===== config.mk =====
export PLATFORM = sky130hd
export DESIGN_NAME = alu_result_stage
export DESIGN_NICKNAME = d
export VERILOG_FILES = /design/src/rtl/alu_result_stage.sv
export SDC_FILE = /design/constraint.sdc
export NUM_CORES = 1
export LEC_CHECK = 0
export CAP_MARGIN = 20
export CORE_AREA = 2 2 72 74
export DETAILED_ROUTE_END_ITERATION = 12
export DIE_AREA = 0 0 74 76
export PLACE_DENSITY_LB_ADDON = 0.1
export RECOVER_POWER = 100
export SLEW_MARGIN = 15
export SYNTH_ARGS = -nofsm -noshare
export SYNTH_HDL_FRONTEND = slang
export SYNTH_SLANG_ARGS = --single-unit

===== constraint.sdc =====
create_clock -name clk -period 3.2 [get_ports clk]
set_clock_uncertainty 0.1 [all_clocks]
set_input_delay 0.32 -clock clk [delete_from_list [all_inputs] [get_ports clk]]
set_output_delay 0.32 -clock clk [all_outputs]
set_load 0.02 [all_outputs]

===== src/rtl/alu_result_stage.sv =====
// ---------------------------------------------------------------------------
// alu_result_stage
//
// Decouples ALU results from register writeback with a 2-entry FIFO of
// {y, cout, zout, dst}, and keeps the architectural carry/zero flags.
// Flags update on the push edge (not at writeback), so the next ALU op
// sees the new carry through carry_flag immediately.
//
// Ports
//   clk, reset_n          clock, synchronous active-low reset
//   in_valid / in_ready   upstream ALU result handshake (in_ready = count < 2)
//   in_y, in_cout, in_zout, in_flag_we, in_dst   ALU result fields
//   flush                 discard every buffered result (flags untouched)
//   out_valid / out_ready writeback handshake on the head entry
//   out_data, out_dst, out_carry, out_zero       head entry, zero when empty
//   carry_flag, zero_flag architectural flags (carry feeds ALU fcin)
// ---------------------------------------------------------------------------
module alu_result_stage #(
    parameter int unsigned DW = 16,
    parameter int unsigned RW = 3
) (
    input  logic          clk,
    input  logic          reset_n,
    input  logic          in_valid,
    output logic          in_ready,
    input  logic [DW-1:0] in_y,
    input  logic          in_cout,
    input  logic          in_zout,
    input  logic          in_flag_we,
    input  logic [RW-1:0] in_dst,
    input  logic          flush,
    output logic          out_valid,
    input  logic          out_ready,
    output logic [DW-1:0] out_data,
    output logic [RW-1:0] out_dst,
    output logic          out_carry,
    output logic          out_zero,
    output logic          carry_flag,
    output logic          zero_flag
);

    // Storage
    logic [DW-1:0] r_y   [2];
    logic [RW-1:0] r_dst [2];
    logic [1:0]    r_c;
    logic [1:0]    r_z;

    logic [1:0]    r_count;
    logic          r_wptr;
    logic          r_rptr;
    logic          r_carry;
    logic          r_zero;

    // Next-state
    logic [1:0]    w_count_d;
    logic          w_wptr_d;
    logic          w_rptr_d;
    logic          w_push;
    logic          w_pop;
    logic          w_not_empty;

    assign w_not_empty = (r_count != 2'd0);

    // Handshake qualifiers. flush suppresses both, so nothing moves while
    // the buffer is being discarded.
    always_comb begin
        w_push = in_valid && (r_count < 2'd2) && !flush;
        w_pop  = w_not_empty && out_ready && !flush;
    end

    always_comb begin
        w_count_d = r_count;
        w_wptr_d  = r_wptr;
        w_rptr_d  = r_rptr;
        if (flush) begin
            w_count_d = 2'd0;
            w_wptr_d  = 1'b0;
            w_rptr_d  = 1'b0;
        end else begin
            // 1-bit pointers wrap 1 -> 0 naturally.
            if (w_push) begin
                w_wptr_d = r_wptr + 1'b1;
            end
            if (w_pop) begin
                w_rptr_d = r_rptr + 1'b1;
            end
            unique case ({w_push, w_pop})
                2'b10:   w_count_d = r_count + 2'd1;
                2'b01:   w_count_d = r_count - 2'd1;
                default: w_count_d = r_count;
            endcase
        end
    end

    // Control state and flags
    always_ff @(posedge clk) begin
        if (!reset_n) begin
            r_count <= 2'd0;
            r_wptr  <= 1'b0;
            r_rptr  <= 1'b0;
            r_carry <= 1'b0;
            r_zero  <= 1'b0;
        end else begin
            r_count <= w_count_d;
            r_wptr  <= w_wptr_d;
            r_rptr  <= w_rptr_d;
            if (w_push && in_flag_we) begin
                r_carry <= in_cout;
                r_zero  <= in_zout;
            end
        end
    end

    // Entry storage: only the slot being written changes, so the head is
    // stable under backpressure.
    always_ff @(posedge clk) begin
        if (!reset_n) begin
            for (int i = 0; i < 2; i++) begin
                r_y[i]   <= '0;
                r_dst[i] <= '0;
            end
            r_c <= 2'b00;
            r_z <= 2'b00;
        end else if (w_push) begin
            r_y[r_wptr]   <= in_y;
            r_dst[r_wptr] <= in_dst;
            r_c[r_wptr]   <= in_cout;
            r_z[r_wptr]   <= in_zout;
        end
    end

    // Outputs: head entry is masked to zero when the FIFO is empty.
    always_comb begin
        in_ready   = (r_count < 2'd2);
        out_valid  = w_not_empty;
        out_data   = '0;
        out_dst    = '0;
        out_carry  = 1'b0;
        out_zero   = 1'b0;
        if (w_not_empty) begin
            out_data  = r_y[r_rptr];
            out_dst   = r_dst[r_rptr];
            out_carry = r_c[r_rptr];
            out_zero  = r_z[r_rptr];
        end
        carry_flag = r_carry;
        zero_flag  = r_zero;
    end

endmodule


==> results.yml <==
clock_network:
  cts-resized-gates: 0
  clkSlewWorstSetupHoldPaths_ns: 0.08
  clk_path_buf_depth: 2
  cts.hold.buffers_added: 0
  cts_max_level: 2
  cts_setup_buffers: 0
  cts_tree: "yes"
  cts_made_buffers: 5
  cts_sinks: 49
  cts-root-buf: "clkbuf_8"
  clock_latency_ns: 0.29
die:
  fp.dieW_um: 74
  start_util_pct: 45.3
  core-area_um2: 4910
  dieArea_um2: 5620
  dieHeight_um: 76
  row_count: 26
  io_pins: 52
global_routing:
  antenna_found_initial: 0
  grt_max_degree: 20
  grt_pass1_vias: 1451
  overflow: 0
  grt_pass1_wl_mm: 6.84
  grt_usage_pct: 16.0
cells_and_area:
  syn2layout_area_growth_pct: 28.7
  final_cells: 305
  drive_above_1_share_pct: 5.96
  nets: 262
  n_antenna_cell: 0
yosys:
  ys_types: 22
  netlist_area_um2: 2220
  ys_warn_count: 0
  ys_seq_area_share_pct: 61.2
  synth_area_per_cell_um2: 12.4
  syn_inst: 179
  ys_seq_elements: 49
  syn_nets: 207
placement:
  gp_congestion: 0.673
  port_buffers: 51
  hpwl_mm: 2.83
  placed_cells: 297
setup_path:
  cp-end-kind: "primary output"
  crit_buf_inv: 2
  critPathKind: "reg2out"
  worstSetupStartpoint: "r_count[1]"
  crit_chain: "nor2_2 > clkbuf_1 > nor2_1 > dlygate4sd3_1"
  cp_data_required_time_ns: 2.78
  r2r_start: "r_count[1]"
  startpoint_type: "flip-flop"
  r2r_slack_ns: 1.04
  path_max_fanout: 16
  crit_arrival_ns: 2.31
  crit_slowest_cell: "dlygate4sd3_1"
  cpPeakStageDelay_ns: 0.66
  cp_top_family: "buffers and inverters"
timing:
  setup_viol_count_final: 0
  hold_viol: 0
  period_minus_slack_ns: 2.73
  final_max_slew_viol_count: 0
  slew_headroom_pct: 27.7
  rsz0062_at_grt: "false"
  fmax_mhz: 366
  finalCritPeriodShare_pct: 85.4
  final.setup.tns_ns: 0
  tightest_slew_ns: 1.08
run_status:
  status: "finished clean"
hold_path:
  hp-class: "reg2reg"
  hp-start: "r_z[1]"
detailed_routing:
  wl_per_cell_um: 13.6
  dr.pass1.iters: 4
  wl_mm: 4.16
  viasPerCell: 4.77
  drt_iter0_drc: 60
  ant_nets: 0
  drt_drc_violations_left: 0
  vias: 1455
run:
  drv_cap: 0
pwr:
  p_per_area_nw_per_um2: 422
  p_leak_nw: 1.07
  vdd_drop_max_uv: 187
-- final timing paths --
path,end,cells after the start
max reg2reg,r_y[0][10],4
max,out_zero,4
min reg2reg,r_z[1],2
min,r_z[1],2
-- cells in the mapped netlist --
| cell | instances | share of area (%) |
|---|---|---|
| nand2b_4 | 1 | 0.62 |
| a21oi_1 | 1 | 0.22 |
| o21ai_0 | 3 | 0.67 |
| inv_2 | 2 | 0.34 |
| nor2_1 | 28 | 4.7 |
| xor2_1 | 2 | 0.79 |
| dfxtp_1 | 11 | 9.9 |
| buf_2 | 1 | 0.22 |
| nor3_4 | 2 | 1.5 |
| mux2i_1 | 27 | 12 |
| nor3b_4 | 1 | 0.84 |
| ha_1 | 1 | 0.56 |
| clkbuf_1 | 3 | 0.51 |
| or3_1 | 1 | 0.28 |
| nand2b_2 | 1 | 0.39 |
| buf_6 | 2 | 1.0 |
| and2_1 | 38 | 11 |
| edfxtp_1 | 38 | 51 |
| buf_4 | 1 | 0.34 |
| inv_1 | 2 | 0.34 |
| xnor2_1 | 2 | 0.79 |
| nand2_1 | 11 | 1.9 |
-- worst min-delay path, cell delays in order, from the launching register on --
cell and delay (ns):
dfxtp_1 0.32, nand2_1 0.05, mux2i_1 0.06
-- logic make-up after synthesis --
family | count (synthesis) | synth area share, %
and+or+nand+nor | 83 | 20.9
DFF | 49 | 61.2
muxes | 27 | 12.1
buffers and inverters | 11 | 2.76
AOI/OAI and AO/OA | 4 | 0.899
xor gates and xnor gates | 4 | 1.58
adders and majority gates | 1 | 0.562
-- metrics by stage --
| step | util, % | hold WS [ns] | cell area, um^2 | power, mW | worst slack (ns) |
|---|---|---|---|---|---|
| global route | 58.3 | 0.396 | 2860 | 1.25 | 0.287 |
| detailed placement | 57.3 | 0.360 | 2810 | 0.869 | 0.874 |
| CTS | 59.1 | 0.371 | 2900 | 1.22 | 0.615 |
| floorplan | - | 0.334 | 2220 | 0.801 | 0.604 |
| finish | 58.3 | 0.367 | 2860 | 1.21 | 0.467 |
| global placement | 57.3 | 0.343 | 2810 | 0.863 | 0.954 |
-- state kept, by name, indices dropped and copies added (netlist names), 2 cells and up, named ones only --
register  flops
r_c           2
r_y          32
r_dst         6
r_count       2
r_z           2
-- cell usage in the layout (no fill, tap or decap), drive strengths merged, types with 2 or more instances in the layout --
master / Yosys / layout
dfxtp: 11 / 11
dlygate4sd3: 0 / 25
xnor2: 2 / 2
nand2: 11 / 11
and2: 38 / 38
edfxtp: 38 / 38
xor2: 2 / 2
nor3: 2 / 2
inv: 4 / 3
nor2: 28 / 28
nand2b: 2 / 2
clkdlybuf4s50: 0 / 26
mux2i: 27 / 27
o21ai: 3 / 3
clkbuf: 3 / 11
-- routing by layer --
metal | up-vias | routed length [um] | global-route usage, %
li1 | 715 | - | -
met1 | 690 | 1850 | 19.3
met2 | 45 | 2080 | 27.4
met3 | 5 | 186 | 3.70
met4 | 0 | 45 | 5.45
met5 | - | 0 | 0
-- layout make-up --
type                            count  area [um^2]
Timing Repair Buffer               55          532
Clock buffer                        8         90.1
Sequential cell                    49         1360
Inverter                            4         15.0
Multi-Input combinational cell    119          778
Fill cell                         419         2050
Tap cell                           70         87.6
-- power breakdown --
part / total (mW) / internal (mW) / switching (mW)
Sequential: 0.725 / 0.715 / 0.0100
Combinational: 0.118 / 0.0584 / 0.0595
Clock: 0.365 / 0.177 / 0.188
(Power assumes the default switching activity.)
